## src/rtl/proj_extender_sched.sv

```systemverilog
// rtl/proj_extender_sched.sv - round-robin scheduler sharing one fragment extender between requesters
module proj_extender_sched #(
    parameter int NUM_REQ       = 2,
    parameter int FRAG_LEN_BITS = 8,
    parameter int FRAG_PART     = 4,
    parameter int INDICES_COUNT = 4,
    parameter int INDICE_LEN    = 3,
    localparam int FRAG_PARTS_COUNT = FRAG_LEN_BITS / FRAG_PART,
    localparam int PART_BITS = (FRAG_PARTS_COUNT > 1) ? $clog2(FRAG_PARTS_COUNT) : 1,
    localparam int IDX_BITS  = (INDICES_COUNT > 1) ? $clog2(INDICES_COUNT) : 1,
    localparam int REQ_BITS  = (NUM_REQ > 1) ? $clog2(NUM_REQ) : 1
) (
    input  logic                                            clk,
    input  logic                                            rst,
    input  logic [NUM_REQ-1:0]                              req_valid,
    input  logic [NUM_REQ-1:0][FRAG_LEN_BITS-1:0]           req_fragment,
    input  logic [NUM_REQ-1:0][INDICES_COUNT-1:0][INDICE_LEN-1:0] req_indices,
    output logic [NUM_REQ-1:0]                              req_ready,
    input  logic                                            abort,
    output logic [FRAG_LEN_BITS-1:0]                        ext_fragment,
    output logic [INDICES_COUNT-1:0][INDICE_LEN-1:0]        ext_indices,
    output logic                                            ext_valid_indices,
    output logic [PART_BITS-1:0]                            ext_part_idx,
    output logic [IDX_BITS-1:0]                             ext_index_idx,
    output logic                                            ext_active,
    output logic                                            ext_last,
    output logic                                            done_valid,
    output logic [REQ_BITS-1:0]                             done_id,
    output logic                                            busy
);

    typedef enum logic [1:0] {S_IDLE, S_LOAD, S_RUN, S_DONE} state_t;

    localparam logic [PART_BITS-1:0] PART_MAX = PART_BITS'(FRAG_PARTS_COUNT - 1);
    localparam logic [IDX_BITS-1:0]  IDX_MAX  = IDX_BITS'(INDICES_COUNT - 1);
    localparam logic                 ONE_PAIR = (FRAG_PARTS_COUNT * INDICES_COUNT == 1);

    state_t                                   state;
    logic [REQ_BITS-1:0]                      last_grant;
    logic [REQ_BITS-1:0]                      job_id;
    logic [REQ_BITS-1:0]                      grant_idx;
    logic [REQ_BITS-1:0]                      cand;
    logic                                     grant_found;
    logic [FRAG_LEN_BITS-1:0]                 frag_q;
    logic [INDICES_COUNT-1:0][INDICE_LEN-1:0] ind_q;
    logic [PART_BITS-1:0]                     part_cnt;
    logic [IDX_BITS-1:0]                      idx_cnt;
    logic [PART_BITS-1:0]                     nxt_part;
    logic [IDX_BITS-1:0]                      nxt_idx;
    logic                                     part_wrap;

    // Search starts just past the previous winner, which is what prevents starvation.
    always_comb begin
        grant_found = 1'b0;
        grant_idx   = '0;
        cand        = '0;
        for (int k = 1; k <= NUM_REQ; k++) begin
            cand = REQ_BITS'((int'(last_grant) + k) % NUM_REQ);
            if (!grant_found && req_valid[cand]) begin
                grant_found = 1'b1;
                grant_idx   = cand;
            end
        end
    end

    always_comb begin
        req_ready = '0;
        if (state == S_IDLE && grant_found && !rst) begin
            req_ready[grant_idx] = 1'b1;
        end
    end

    always_comb begin
        part_wrap = (part_cnt == PART_MAX);
        nxt_part  = part_wrap ? '0 : part_cnt + PART_BITS'(1);
        nxt_idx   = part_wrap ? idx_cnt + IDX_BITS'(1) : idx_cnt;
    end

    assign ext_fragment  = frag_q;
    assign ext_indices   = ind_q;
    assign ext_part_idx  = part_cnt;
    assign ext_index_idx = idx_cnt;

    always_ff @(posedge clk or posedge rst) begin
        if (rst) begin
            state             <= S_IDLE;
            last_grant        <= REQ_BITS'(NUM_REQ - 1);
            job_id            <= '0;
            frag_q            <= '0;
            ind_q             <= '0;
            part_cnt          <= '0;
            idx_cnt           <= '0;
            busy              <= 1'b0;
            ext_valid_indices <= 1'b0;
            ext_active        <= 1'b0;
            ext_last          <= 1'b0;
            done_valid        <= 1'b0;
            done_id           <= '0;
        end else begin
            case (state)
                S_IDLE: begin
                    if (grant_found) begin
                        frag_q            <= req_fragment[grant_idx];
                        ind_q             <= req_indices[grant_idx];
                        last_grant        <= grant_idx;
                        job_id            <= grant_idx;
                        busy              <= 1'b1;
                        ext_valid_indices <= 1'b1;
                        state             <= S_LOAD;
                    end
                end
                S_LOAD: begin
                    ext_valid_indices <= 1'b0;
                    part_cnt          <= '0;
                    idx_cnt           <= '0;
                    if (abort) begin
                        busy  <= 1'b0;
                        state <= S_IDLE;
                    end else begin
                        ext_active <= 1'b1;
                        ext_last   <= ONE_PAIR;
                        state      <= S_RUN;
                    end
                end
                S_RUN: begin
                    if (abort) begin
                        part_cnt   <= '0;
                        idx_cnt    <= '0;
                        ext_active <= 1'b0;
                        ext_last   <= 1'b0;
                        busy       <= 1'b0;
                        state      <= S_IDLE;
                    end else if (ext_last) begin
                        part_cnt   <= '0;
                        idx_cnt    <= '0;
                        ext_active <= 1'b0;
                        ext_last   <= 1'b0;
                        done_valid <= 1'b1;
                        done_id    <= job_id;
                        state      <= S_DONE;
                    end else begin
                        // Part is the inner loop; flag the pair that closes the job one cycle ahead.
                        part_cnt <= nxt_part;
                        idx_cnt  <= nxt_idx;
                        ext_last <= (nxt_part == PART_MAX) && (nxt_idx == IDX_MAX);
                    end
                end
                S_DONE: begin
                    done_valid <= 1'b0;
                    done_id    <= '0;
                    busy       <= 1'b0;
                    state      <= S_IDLE;
                end
                default: state <= S_IDLE;
            endcase
        end
    end

endmodule

```

## config.mk

```make
export PLATFORM = sky130hd
export DESIGN_NAME = proj_extender_sched
export DESIGN_NICKNAME = d
export VERILOG_FILES = /design/src/rtl/proj_extender_sched.sv
export SDC_FILE = /design/constraint.sdc
export NUM_CORES = 1
export LEC_CHECK = 0
export BUFFER_PORTS_ARGS = -buffer_cell sky130_fd_sc_hd__clkbuf_2
export CELL_PAD_IN_SITES_DETAIL_PLACEMENT = 1
export CELL_PAD_IN_SITES_GLOBAL_PLACEMENT = 1
export CORE_MARGIN = 3
export CORE_UTILIZATION = 34
export CTS_CLUSTER_DIAMETER = 40
export CTS_CLUSTER_SIZE = 25
export DETAILED_ROUTE_END_ITERATION = 8
export PLACE_DENSITY = 0.86
export SLEW_MARGIN = 20
export SYNTH_ARGS = -nofsm -noshare
export SYNTH_HDL_FRONTEND = slang
export SYNTH_SLANG_ARGS = --single-unit
export TNS_END_PERCENT = 50
```

## constraint.sdc

```tcl
create_clock -name clk -period 2 [get_ports clk]
set_clock_uncertainty 0.1 [all_clocks]
set_input_delay 0.1 -clock clk [delete_from_list [all_inputs] [get_ports clk]]
set_output_delay 0.1 -clock clk [all_outputs]
set_load 0.05 [all_outputs]
```

==> results.toml <==
[clock_network]
cts-htree-levels = 2
numCtsBuffers = 5
clock_path_buffers = 2
clkLatencyLatePin_ns = 0.28
post_cts_buffers = 0
cts_sinks = 33
cts_tree = "built"
clk_pin_slew_ns = 0.07
root_buffer = "clkbuf_8"

[layout]
stdcell_count = 352
area_growth_pct = 46.4
num_antenna_cells = 0
drive_gt1_frac = 0.404
fin_util = 0.525
fin_nets = 334

[hold_path]
hold_path_class = "in2reg"

[route]
drt_wl_total_mm = 6.10
firstDrtPassIters = 4
avgRoutedWirePerCell_um = 17.3
viasPerCell = 5.07
drtIter0Drc = 52
vias = 1786
drc = 0
final_antenna_net_count = 0

[power_and_ir_drop]
pwr-share-clk = 0.149
swShare = 0.521
p_int_w = 0.00209
ir_drop_mv = 0.768
p_seq_frac = 0.272
combPwrFrac = 0.580
p_per_area_mw_per_mm2 = 1730
p_switching_w = 0.00227
leakagePower_nw = 1.20

[sta]
worst_slew_pin_slew_ns = 0.496
setup_viol = 0
fin_crit_sh = 0.943
fmax_mhz = 530
period_minus_slack_ns = 1.89
finalWorstSetupSlack_ns = 0.113
relSlewSlack = 0.669
hold_ws_ns = 0.00372
drv_slew = 0
grt_setup_unrepaired = "false"
hold_violations = 0

[yosys]
ys_seq_elements = 33
synth_edf_count = 0
yosys-top-cells-area = "dfrtp_1, a21oi_1, a21oi_2, nand2_1, nor2_1"
syn-num-nets = 231
yosysTopAreaCell = "dfrtp_1"
yosys-top-cells-count = "dfrtp_1, a21oi_1, nand2_1, nor2_1, a21oi_2"
synthArstFlopShare = 1.00
syn_area_per_cell_um2 = 9.54
postSynthCellCount = 181
synth_area_mm2 = 0.00173
yosys.cell_types.count = 31
synthFlopType = "dfrtp_1"
ys_seq_area_frac = 0.479
yosysMostFrequentCell = "dfrtp_1"
synth_top_cell_area_share = 0.464
yosysWarnings = 0

[placed_design]
pre_cts_ws_ns = 0.224
gp_congestion = 0.791
port_buffers = 75
hpwl_mm = 3.65
placed_cells_incl_taps = 320

[floorplan]
ios = 76
die_h_um = 77.3
core-area_mm2 = 0.00482
rows = 25
die_area_mm2 = 0.00597
die_w_um = 77.3
start_util = 0.358

[global_route]
grt_max_degree = 34
grt_overflow = 0
grt_pass1_vias = 2050
antenna_found_initial = 0
track_usage = 0.219
grt_pass1_wl_mm = 10.3

[worst_setup_path]
critical_path_class = "reg2out"
crit_arrival_ns = 1.69
cp.required_ns = 1.80
cp_max_fo = 14
setup.worst_path.start_class = "flop"
worstSetupEndpointType = "primary output"

[job]
cap_violations = 0

[status]
status = "finished clean"
## layout by cell type, fill, tap and decap left out, types with 2 or more instances in the layout
cell type,Yosys,final
clkbuf_2,1,73
dfrtp_1,32,32
a21oi_1,30,30
nand2_1,25,25
nor2_1,25,25
dlygate4sd3_1,0,24
a21oi_2,17,17
inv_1,8,8
buf_4,3,8
clkbuf_8,0,6
o21ai_0,4,4
ha_1,5,4
o2bb2ai_1,3,3
nor3b_2,2,2
a22o_1,2,2
a31oi_1,2,2
nor3_2,0,2
## routing by layer
metal  share of wire  track usage  wire (um)  vias up
met3           0.050       0.0446        307       26
met4           0.044        0.126        266        0
met1            0.38        0.240       2330      864
met5               0            0          0        -
met2            0.52        0.388       3200       72
li1                -            -          -      824
## state kept, by name, summed over array words and instances, names as in the netlist
register and count:
ext_indices 12, ext_fragment 8, ext_index_idx 2, state 2, busy 1, done_id 1, done_valid 1, ext_active 1
ext_last 1, ext_part_idx 1, ext_valid_indices 1, job_id 1, last_grant 1
## worst max-delay path, cell delays in order (launching register included)
cell	delay [ns]
dfrtp_1	0.44
inv_1	0.13
ha_2	0.27
o21ai_4	0.17
nor3_2	0.16
buf_4	0.22
## power by group through the flow
stage               registers (W)  logic, W  clock network (W)
floorplan                 0.00199   0.00102                  0
global placement          0.00115   0.00234                  0
detailed placement        0.00117   0.00239                  0
CTS                       0.00117   0.00249           0.000665
global route              0.00122   0.00271           0.000699
finish                    0.00119   0.00253           0.000649
## cells by family (layout without fill, tap and decap cells)
logic type	Yosys count	in the layout	synth area share
AOI/OAI and AO/OA	66	66	0.263
adders and majority gates	5	5	0.0362
buffers and inverters	17	121	0.0659
DFF	33	33	0.479
muxes	2	2	0.0123
and+or+nand+nor	58	58	0.143
## what timing repair did
item                       in CTS  in global routing
gates resized for setup         4                  4
setup endpoints to repair       2                  2
hold buffers                   24                  0
hold endpoints to repair       52                  0
## final cells by class
cell class | instances | area, um^2
Multi-Input combinational cell | 131 | 806
Tap cell | 67 | 83.8
Fill cell | 597 | 2290
Clock inverter | 1 | 30.0
Timing Repair Buffer | 105 | 666
Sequential cell | 33 | 827
Inverter | 8 | 30.0
Clock buffer | 7 | 86.3
## final timing paths
kind	start	to	slack, ns	depth (start not counted)
setup / recovery	state[0]	req_ready[0]	0.11	5
hold / removal	req_indices[14]	ext_indices[2]	0.004	3
setup reg to reg	state[0]	ext_indices[3]	0.12	6
hold reg to reg	ext_indices[2]	ext_indices[2]	0.41	2
max in group asynchronous	rst	last_grant	1.07	4
min in group asynchronous	rst	ext_fragment[5]	0.40	4
## through the flow
step	total power, W	setup TNS [ns]	cell area (um^2)
floorplan	0.00301	-0.483	1730
global placement	0.00349	0	2150
detailed placement	0.00356	0	2150
CTS	0.00433	0	2520
global route	0.00463	0	2530
finish	0.00436	0	2530
No activity file was read; power rests on OpenSTA's default activity.
